===== src/rtl/time_ctrl_if.sv =====
// time_ctrl_if -- bundle between the clock/calendar set controller and the
// downstream time counters.
//
//   btn_mode/btn_up/btn_down : debounced button levels, active-high
//   mode_24h                 : 1 = 24 h display format, 0 = 12 h
//   second..year             : current counter values fed back to the controller
//   en/inc/dec               : per-field strobes, bit 0 = second .. bit 5 = year
//   day_num                  : day maximum for the current month/year
//   hour_num                 : hour maximum for the current format
//   mode_sel                 : 0 = running, 1..6 = field being set
//
// master = controller side, slave = counters/buttons side.
interface time_ctrl_if;
  logic       btn_mode;
  logic       btn_up;
  logic       btn_down;
  logic       mode_24h;
  logic [5:0] second;
  logic [5:0] minute;
  logic [4:0] hour;
  logic [4:0] day;
  logic [3:0] month;
  logic [6:0] year;
  logic [5:0] en;
  logic [5:0] inc;
  logic [5:0] dec;
  logic [4:0] day_num;
  logic [4:0] hour_num;
  logic [2:0] mode_sel;

  modport master (
    input  btn_mode, btn_up, btn_down, mode_24h,
    input  second, minute, hour, day, month, year,
    output en, inc, dec, day_num, hour_num, mode_sel
  );

  modport slave (
    output btn_mode, btn_up, btn_down, mode_24h,
    output second, minute, hour, day, month, year,
    input  en, inc, dec, day_num, hour_num, mode_sel
  );
endinterface


===== src/rtl/time_ctrl.sv =====
// time_ctrl -- controller for a seconds..year clock/calendar.
//
// In RUN it divides clk down to a 1 s tick and issues a rippled increment
// strobe set to the external counters. btn_mode walks through the six set
// states, where btn_up/btn_down step the selected field. After a month/year
// change (or leaving hour set with an out-of-range hour) a CLAMP state pulls
// the day (or hour) counter back into range.
//
// Ports:
//   clk      : system clock, rising edge
//   reset_n  : synchronous, active-low reset
//   bus      : time_ctrl_if.master (buttons, counter values in; strobes,
//              day_num, hour_num, mode_sel out)
module time_ctrl #(
  parameter int TICK_DIV = 50000000
) (
  input  logic        clk,
  input  logic        reset_n,
  time_ctrl_if.master bus
);

  localparam int             CW        = (TICK_DIV > 1) ? $clog2(TICK_DIV) : 1;
  localparam logic [CW-1:0]  TICK_LAST = CW'(TICK_DIV - 1);

  // Encoding chosen so a SET state's value equals its mode_sel code.
  typedef enum logic [2:0] {
    S_RUN   = 3'd0,
    S_SEC   = 3'd1,
    S_MIN   = 3'd2,
    S_HOUR  = 3'd3,
    S_DAY   = 3'd4,
    S_MON   = 3'd5,
    S_YEAR  = 3'd6,
    S_CLAMP = 3'd7
  } state_t;

  function automatic logic [4:0] days_in_month(input logic [3:0] m, input logic [6:0] y);
    logic [4:0] d;
    case (m)
      4'd1, 4'd3, 4'd5, 4'd7, 4'd8, 4'd10, 4'd12: d = 5'd31;
      4'd4, 4'd6, 4'd9, 4'd11:                    d = 5'd30;
      4'd2:                                       d = (y[1:0] == 2'b00) ? 5'd29 : 5'd28;
      default:                                    d = 5'd28;
    endcase
    return d;
  endfunction

  state_t        state_q, state_d;
  state_t        ret_q, ret_d;
  logic          clamp_hour_q, clamp_hour_d;
  logic          wait_q, wait_d;
  logic [CW-1:0] tick_cnt_q;
  logic [5:0]    en_q, en_d;
  logic [5:0]    inc_q, inc_d;
  logic [5:0]    dec_q, dec_d;
  logic [2:0]    btn_lvl_q;
  logic [2:0]    edge_q;

  logic          tick;
  logic          mode_e, up_e, dn_e;
  logic          up_ok, dn_ok;
  logic [4:0]    day_num;
  logic [4:0]    hour_num;
  logic          sec_max, min_max, hr_max, day_max, mon_max;
  logic          clamp_need;
  logic [5:0]    carry;
  logic [2:0]    fld;

  assign day_num  = days_in_month(bus.month, bus.year);
  assign hour_num = bus.mode_24h ? 5'd23 : 5'd11;

  assign mode_e = edge_q[2];
  assign up_e   = edge_q[1];
  assign dn_e   = edge_q[0];
  // Simultaneous up and down cancel each other.
  assign up_ok  = up_e & ~dn_e;
  assign dn_ok  = dn_e & ~up_e;

  assign tick = (state_q == S_RUN) && (tick_cnt_q == TICK_LAST);

  assign sec_max = (bus.second == 6'd59);
  assign min_max = (bus.minute == 6'd59);
  assign hr_max  = (bus.hour   == hour_num);
  assign day_max = (bus.day    == day_num);
  assign mon_max = (bus.month  == 4'd12);

  assign clamp_need = clamp_hour_q ? (bus.hour > hour_num) : (bus.day > day_num);

  always_comb begin
    state_d      = state_q;
    ret_d        = ret_q;
    clamp_hour_d = clamp_hour_q;
    wait_d       = wait_q;
    en_d         = '0;
    inc_d        = '0;
    dec_d        = '0;
    carry        = '0;
    fld          = 3'(state_q) - 3'd1;

    case (state_q)
      S_RUN: begin
        // Carries ripple from the pre-tick values so every field that rolls
        // over strobes in the same cycle.
        if (tick) begin
          carry[0] = 1'b1;
          carry[1] = sec_max;
          carry[2] = carry[1] & min_max;
          carry[3] = carry[2] & hr_max;
          carry[4] = carry[3] & day_max;
          carry[5] = carry[4] & mon_max;
          en_d     = carry;
          inc_d    = carry;
        end
        if (mode_e) begin
          state_d = S_SEC;
        end
      end

      S_SEC, S_MIN, S_HOUR, S_DAY, S_MON, S_YEAR: begin
        if (mode_e) begin
          if ((state_q == S_HOUR) && (bus.hour > hour_num)) begin
            // Format switched while setting: pull the hour down before
            // moving on to the day field.
            state_d      = S_CLAMP;
            ret_d        = S_DAY;
            clamp_hour_d = 1'b1;
            wait_d       = 1'b0;
          end else if (state_q == S_YEAR) begin
            state_d = S_RUN;
          end else begin
            state_d = state_t'(3'(state_q) + 3'd1);
          end
        end else if (up_ok || dn_ok) begin
          en_d[fld]  = 1'b1;
          inc_d[fld] = up_ok;
          dec_d[fld] = dn_ok;
          if ((state_q == S_MON) || (state_q == S_YEAR)) begin
            // The month/year strobe lands next cycle, so the day check has
            // to wait one cycle before it sees the new day_num.
            state_d      = S_CLAMP;
            ret_d        = state_q;
            clamp_hour_d = 1'b0;
            wait_d       = 1'b1;
          end
        end
      end

      S_CLAMP: begin
        // Alternate strobe / settle so each decision uses the updated value.
        if (wait_q) begin
          wait_d = 1'b0;
        end else if (clamp_need) begin
          if (clamp_hour_q) begin
            en_d[2]  = 1'b1;
            dec_d[2] = 1'b1;
          end else begin
            en_d[3]  = 1'b1;
            dec_d[3] = 1'b1;
          end
          wait_d = 1'b1;
        end else begin
          state_d = ret_q;
        end
      end

      default: begin
        state_d = S_RUN;
      end
    endcase
  end

  // Button level history follows the pins even in reset so a button held
  // through reset does not look like a fresh press afterwards.
  always_ff @(posedge clk) begin
    btn_lvl_q <= {bus.btn_mode, bus.btn_up, bus.btn_down};
  end

  always_ff @(posedge clk) begin
    if (!reset_n) begin
      state_q      <= S_RUN;
      ret_q        <= S_RUN;
      clamp_hour_q <= 1'b0;
      wait_q       <= 1'b0;
      tick_cnt_q   <= '0;
      en_q         <= '0;
      inc_q        <= '0;
      dec_q        <= '0;
      edge_q       <= '0;
    end else begin
      state_q      <= state_d;
      ret_q        <= ret_d;
      clamp_hour_q <= clamp_hour_d;
      wait_q       <= wait_d;
      en_q         <= en_d;
      inc_q        <= inc_d;
      dec_q        <= dec_d;
      edge_q       <= {bus.btn_mode, bus.btn_up, bus.btn_down} & ~btn_lvl_q;
      // Divider only runs while staying in RUN; any entry restarts it at 0.
      if ((state_q != S_RUN) || (state_d != S_RUN)) begin
        tick_cnt_q <= '0;
      end else if (tick) begin
        tick_cnt_q <= '0;
      end else begin
        tick_cnt_q <= tick_cnt_q + CW'(1);
      end
    end
  end

  assign bus.en       = en_q;
  assign bus.inc      = inc_q;
  assign bus.dec      = dec_q;
  assign bus.day_num  = day_num;
  assign bus.hour_num = hour_num;
  assign bus.mode_sel = (state_q == S_CLAMP) ? 3'd0 : 3'(state_q);

endmodule


===== src/flat_wrapper.sv =====
// flat-port wrapper written by rule: the top's interface ports become plain ports
module time_ctrl_flat 
#(
  parameter int TICK_DIV = 50000000
)
  (clk, reset_n, bus_btn_mode, bus_btn_up, bus_btn_down, bus_mode_24h, bus_second, bus_minute, bus_hour, bus_day, bus_month, bus_year, bus_en, bus_inc, bus_dec, bus_day_num, bus_hour_num, bus_mode_sel);
  time_ctrl_if bus_i ();
  input  logic clk;
  input  logic reset_n;
  input wire logic [$bits(bus_i.btn_mode)-1:0] bus_btn_mode;
  input wire logic [$bits(bus_i.btn_up)-1:0] bus_btn_up;
  input wire logic [$bits(bus_i.btn_down)-1:0] bus_btn_down;
  input wire logic [$bits(bus_i.mode_24h)-1:0] bus_mode_24h;
  input wire logic [$bits(bus_i.second)-1:0] bus_second;
  input wire logic [$bits(bus_i.minute)-1:0] bus_minute;
  input wire logic [$bits(bus_i.hour)-1:0] bus_hour;
  input wire logic [$bits(bus_i.day)-1:0] bus_day;
  input wire logic [$bits(bus_i.month)-1:0] bus_month;
  input wire logic [$bits(bus_i.year)-1:0] bus_year;
  output wire logic [$bits(bus_i.en)-1:0] bus_en;
  output wire logic [$bits(bus_i.inc)-1:0] bus_inc;
  output wire logic [$bits(bus_i.dec)-1:0] bus_dec;
  output wire logic [$bits(bus_i.day_num)-1:0] bus_day_num;
  output wire logic [$bits(bus_i.hour_num)-1:0] bus_hour_num;
  output wire logic [$bits(bus_i.mode_sel)-1:0] bus_mode_sel;
  assign bus_i.btn_mode = bus_btn_mode;
  assign bus_i.btn_up = bus_btn_up;
  assign bus_i.btn_down = bus_btn_down;
  assign bus_i.mode_24h = bus_mode_24h;
  assign bus_i.second = bus_second;
  assign bus_i.minute = bus_minute;
  assign bus_i.hour = bus_hour;
  assign bus_i.day = bus_day;
  assign bus_i.month = bus_month;
  assign bus_i.year = bus_year;
  assign bus_en = bus_i.en;
  assign bus_inc = bus_i.inc;
  assign bus_dec = bus_i.dec;
  assign bus_day_num = bus_i.day_num;
  assign bus_hour_num = bus_i.hour_num;
  assign bus_mode_sel = bus_i.mode_sel;
  time_ctrl #(.TICK_DIV(TICK_DIV)) u_core (.clk(clk), .reset_n(reset_n), .bus(bus_i));
endmodule

===== config.mk =====
export PLATFORM = sky130hd
export DESIGN_NAME = time_ctrl_flat
export DESIGN_NICKNAME = d
export VERILOG_FILES = /design/src/rtl/time_ctrl_if.sv /design/src/rtl/time_ctrl.sv /design/src/flat_wrapper.sv
export SDC_FILE = /design/constraint.sdc
export NUM_CORES = 1
export LEC_CHECK = 0
export ABC_AREA = 1
export CAP_MARGIN = 25
export CORE_UTILIZATION = 35
export DETAILED_ROUTE_END_ITERATION = 10
export PLACE_DENSITY = 0.62
export SLEW_MARGIN = 20
export SYNTH_ARGS = -nofsm -noshare
export SYNTH_HDL_FRONTEND = slang
export SYNTH_SLANG_ARGS = --single-unit

===== constraint.sdc =====
create_clock -name clk -period 5.2 [get_ports clk]
set_input_delay 1.56 -clock clk [delete_from_list [all_inputs] [get_ports clk]]
set_output_delay 1.56 -clock clk [all_outputs]
set_load 0.01 [all_outputs]

==> flow_summary.toml, run 1 <==
[worst_setup_path]
end_kind = "output port"
rr_worst_depth = 12
r2r_end = "u_core.tick_cnt_q[22]$_SDFF_PP0_"
rrSetupSlack_ns = 2.42
startpoint_type = "primary input"
r2r-start = "u_core.state_q[0]$_SDFF_PN0_"
cp.arrival_ns = 3.22
path_max_fanout = 4
critPathBufInv = 2
cp_top_family = "buffers and inverters"
critPathKind = "in2out"
slowest_delay_ns = 0.59
cp.required_ns = 3.64
cpMostUsedCell = "clkdlybuf4s50_1"
slowest_stage = "clkdlybuf4s50_1"
crit_chain = "clkdlybuf4s50_1 -> nor4b_1 -> nor2_1 -> o21ai_0 -> clkdlybuf4s50_1"

[min_path]
hold_path_end = "u_core.edge_q[2]$_SDFF_PN0_"
hp-class = "reg2reg"
holdCritStartpoint = "u_core.btn_lvl_q[2]$_DFF_P_"
min_delay_path_depth = 1

[timing]
fin_crit_sh_pct = 91.91
setup_viol = 0
fin_tns_setup_ns = 0
clock.fmax_mhz = 209.2
finalHoldViolations = 0
finalCriticalPeriod_ns = 4.779
tightest_slew_ns = 0.6489
skew_ns = 0.008072
relSlewSlack_pct = 56.70
slew_violations = 0
rsz0062_at_grt = "false"

[detailed_routing]
ant_nets = 0
dr.pass1.iters = 4
routedWlPerCell_um = 11.63
drc = 0
drtIter0Drc = 90
vias = 2978
avgViaCountPerCell = 4.603
routed_wl_um = 7527

[final_layout]
layout_common_cells = "nand2_1 (82), inv_1 (68), clkdlybuf4s50_1 (59)"
nNetsFinal = 569
drive_gt1_share_pct = 10.62
final_common_cell = "nand2_1"
syn_to_final_growth_pct = 24.37
num-fill-cells = 957
diodes = 0
final_core_utilization_pct = 45.24
multiInputGateArea_um2 = 1863
seq_area_um2 = 1161

[floorplanning]
die_area_um2 = 10090
coreArea_um2 = 9328
fp.dieW_um = 100.5
num_rows = 35
initial_core_util_pct = 36.38
die_h_um = 100.5
io_pins = 70

[place]
dp_hpwl_um = 5811
gp_congestion = 0.8621
io_buffers = 59

[yosys]
ys_seq_elements = 58
yosysWarningCount = 0
postSynthAreaPerCell_um2 = 7.491
netlist_area_um2 = 3393
yosysSeqAreaShare_pct = 34.22
synth_cell_types = 38
syn-instance-count = 453

[cts]
clock_latency_ns = 0.34
cts_tree = "yes"
cts.clk_slew.worst_paths_ns = 0.06
numCtsBuffers = 9
htreeDepth = 3
clock_path_buffers = 2
root_buffer = "clkbuf_8"
cts_sinks = 58
postCtsHoldBufs = 0
cts.repair.resized = 0
cts_setup_buffers = 0

[run]
max_cap_viol_count = 0

[power]
power_density_nw_per_um2 = 213.2
fin_total_pwr_uw = 899.9
p_leak_nw = 1.645
irDropWorstVdd_mv = 0.1863

[global_route]
track_usage_pct = 16.04
grt_pass1_vias = 2860
grt_max_degree = 27
grt_first_pass_wirelength_um = 12640
antenna_found_initial = 0
overflow = 0

[outcome]
status = "finished, final reports clean"
-- layer usage --
| layer | vias up | track usage [%] | routed length (um) |
|---|---|---|---|
| li1 | 1544 | - | - |
| met1 | 1336 | 18.69 | 3342 |
| met2 | 89 | 27.82 | 3611 |
| met3 | 9 | 4.646 | 463 |
| met4 | 0 | 6.020 | 109 |
| met5 | - | 0 | 0 |
-- cell type report --
cell class              count  share of cell area (%)
inverters                  73                   6.493
multi-input cells         313                   44.14
repair buffers             59                   13.99
flip-flops and latches     58                   27.51
clock buffers              11                   3.350
well taps                 129                   3.824
clock inverters             4                  0.6819
-- through the flow --
step | area [um2] | hold WS (ns) | worst slack, ns | cells
3_5_place_dp | 4050 | 0.3747 | 0.4219 | 632
6_report | 4220 | 0.3807 | 0.4209 | 647
5_1_grt | 4220 | 0.3901 | 0.2949 | 647
2_1_floorplan | 3408 | 0.3665 | 1.414 | 457
3_3_place_gp | 4050 | 0.3723 | 0.4158 | 632
4_1_cts | 4220 | 0.3842 | 0.4068 | 647
-- registers in the layout, summed over array words and instances (netlist names) --
register	count
u_core.ret_q	3
u_core.bus.inc	6
u_core.bus.dec	6
u_core.tick_cnt_q	26
u_core.wait_q	1
u_core.bus.en	6
u_core.edge_q	3
u_core.clamp_hour_q	1
u_core.btn_lvl_q	3
u_core.state_q	3
-- worst max path at each step --
| stage | from | to | slack, ns | cells past startpoint |
|---|---|---|---|---|
| floorplan | bus_month[2] | bus_day_num[0] | 1.41 | 3 |
| global placement | bus_month[2] | bus_day_num[0] | 0.42 | 5 |
| detailed placement | bus_month[2] | bus_day_num[0] | 0.42 | 5 |
| CTS | bus_month[2] | bus_day_num[0] | 0.41 | 5 |
| global route | bus_month[2] | bus_day_num[0] | 0.29 | 5 |
| finish | bus_month[2] | bus_day_num[0] | 0.42 | 5 |
-- kinds of logic after synthesis --
family | count (synthesis) | synth area share, %
other | 1 | 0.1105
AOI/OAI and AO/OA | 37 | 6.342
DFF | 58 | 34.22
and+or+nand+nor | 231 | 35.91
buffers and inverters | 86 | 11.32
adders and majority gates | 16 | 5.900
xor gates and xnor gates | 24 | 6.195
-- power breakdown --
part | switching [mW] | internal, mW | total (mW)
Combinational | 0.0428 | 0.0408 | 0.0836
Sequential | 0.00321 | 0.449 | 0.452
Clock | 0.181 | 0.183 | 0.364
-- synthesized netlist by cell type (all sizes together) --
library cell / number / area (um2)
nand2: 86 / 342.8
nor2: 75 / 468.0
inv: 71 / 266.5
dfxtp: 58 / 1161
nand3: 29 / 157.7
a21oi: 23 / 126.4
nor3: 21 / 121.4
xor2: 17 / 148.9
ha: 16 / 200.2
nand4: 12 / 75.07
buf: 11 / 102.6
o21ai: 8 / 43.79
xnor2: 7 / 61.31
nor4: 3 / 18.77
a211oi: 2 / 15.01
clkbuf: 2 / 7.510
clkinv: 2 / 7.510
o211ai: 2 / 15.01
or2: 2 / 12.51
a21boi: 1 / 7.510
a22oi: 1 / 7.510
and3: 1 / 6.260
conb: 1 / 3.750
nand3b: 1 / 7.510
nor4b: 1 / 8.760
(Power assumes the default switching activity.)
==> inputs of run 2 (changes only) <==
--- a/config.mk
+++ b/config.mk
@@ -10,6 +10,7 @@
 export CORE_UTILIZATION = 35
 export DETAILED_ROUTE_END_ITERATION = 10
 export PLACE_DENSITY = 0.62
+export SETUP_SLACK_MARGIN = 0.3
 export SLEW_MARGIN = 20
 export SYNTH_ARGS = -nofsm -noshare
 export SYNTH_HDL_FRONTEND = slang
==> flow_summary.toml, run 2 (same netlist as run 1, synthesis figures left out) <==
[cts]
cts_sinks = 58
clock_path_buffers = 2
htreeDepth = 3
root_buffer = "clkbuf_8"
postCtsHoldBufs = 0
numCtsBuffers = 9
cts_tree = "yes"
cts_setup_buffers = 0
clock_latency_ns = 0.34
cts.repair.resized = 0
cts.clk_slew.worst_paths_ns = 0.06

[place]
io_buffers = 59
dp_hpwl_um = 5811
gp_congestion = 0.8621

[timing]
clock.fmax_mhz = 212.6
finalHoldViolations = 0
finalCriticalPeriod_ns = 4.704
fin_tns_setup_ns = 0
tightest_slew_ns = 0.6489
fin_crit_sh_pct = 90.46
skew_ns = 0.008072
relSlewSlack_pct = 56.70
setup_viol = 0
rsz0062_at_grt = "false"
slew_violations = 0

[final_layout]
final_common_cell = "nand2_1"
syn_to_final_growth_pct = 24.37
final_core_utilization_pct = 45.24
layout_common_cells = "nand2_1 (82), inv_1 (68), clkdlybuf4s50_1 (59)"
regMostFlops = "u_core.tick_cnt_q"
nNetsFinal = 569
largest_register_ffs = 26
drive_gt1_share_pct = 10.62
diodes = 0

[worst_setup_path]
end_kind = "output port"
critPathKind = "in2out"
cp.arrival_ns = 3.14
startpoint_type = "primary input"
path_max_fanout = 4
rrSetupSlack_ns = 2.42
cp.required_ns = 3.64

[floorplanning]
fp.dieW_um = 100.5
coreArea_um2 = 9328
initial_core_util_pct = 36.38
num_rows = 35
io_pins = 70
die_h_um = 100.5
die_area_um2 = 10090

[run]
max_cap_viol_count = 0

[outcome]
status = "finished, final reports clean"

[detailed_routing]
dr.pass1.iters = 4
drtIter0Drc = 90
routedWlPerCell_um = 11.63
ant_nets = 0
vias = 2978
avgViaCountPerCell = 4.603
routed_wl_um = 7527
drc = 0

[power]
irDropWorstVdd_mv = 0.1863
p_leak_nw = 1.645
power_density_nw_per_um2 = 213.3

[global_route]
track_usage_pct = 16.04
antenna_found_initial = 0
overflow = 0
grt_first_pass_wirelength_um = 12640
grt_pass1_vias = 2860
grt_max_degree = 27

[min_path]
hp-class = "reg2reg"
==> run 2: final cells by class <==
type                            instances  area [um2]
Sequential cell                        58        1161
Tap cell                              129       161.4
Inverter                               73       274.0
Clock buffer                           11       141.4
Timing Repair Buffer                   59       590.6
Clock inverter                          4       28.78
Fill cell                             957        5107
Multi-Input combinational cell        313        1863
==> run 2: through the flow <==
step | instance area, um2 | hold WS, ns | instances | power, mW | setup WS, ns
4_1_cts | 4220 | 0.3842 | 647 | 0.9111 | 0.4068
5_1_grt | 4220 | 0.3901 | 647 | 0.9413 | 0.3859
6_report | 4220 | 0.3807 | 647 | 0.9000 | 0.4960
3_5_place_dp | 4050 | 0.3747 | 632 | 0.5463 | 0.4219
2_1_floorplan | 3408 | 0.3665 | 457 | 0.5139 | 1.414
3_3_place_gp | 4050 | 0.3723 | 632 | 0.5443 | 0.4158
==> run 2: per-layer routing <==
layer | part of all wire (%) | vias up | track usage, % | routed length [um]
li1 | - | 1544 | - | -
met1 | 44 | 1336 | 18.69 | 3342
met2 | 48 | 89 | 27.82 | 3611
met3 | 6.2 | 9 | 4.646 | 463
met4 | 1.4 | 0 | 6.020 | 109
met5 | 0 | - | 0 | 0
==> run 2: power by group <==
part	internal, mW	switching [mW]
Sequential	0.449	0.00321
Combinational	0.0409	0.0428
Clock	0.183	0.181
==> run 2: final timing paths <==
kind | to | depth (start not counted) | from
setup / recovery | bus_day_num[0] | 5 | bus_month[2]
setup reg to reg | u_core.tick_cnt_q[22]$_SDFF_PP0_ | 12 | u_core.state_q[0]$_SDFF_PN0_
hold / removal | u_core.edge_q[2]$_SDFF_PN0_ | 1 | u_core.btn_lvl_q[2]$_DFF_P_
hold reg to reg | u_core.edge_q[2]$_SDFF_PN0_ | 1 | u_core.btn_lvl_q[2]$_DFF_P_
==> run 2: worst max-delay path: stages <==
cell and delay, ns:
clkdlybuf4s50_1 0.46, nor4b_1 0.31, nor2_1 0.07, o21ai_1 0.17, clkdlybuf4s50_1 0.57
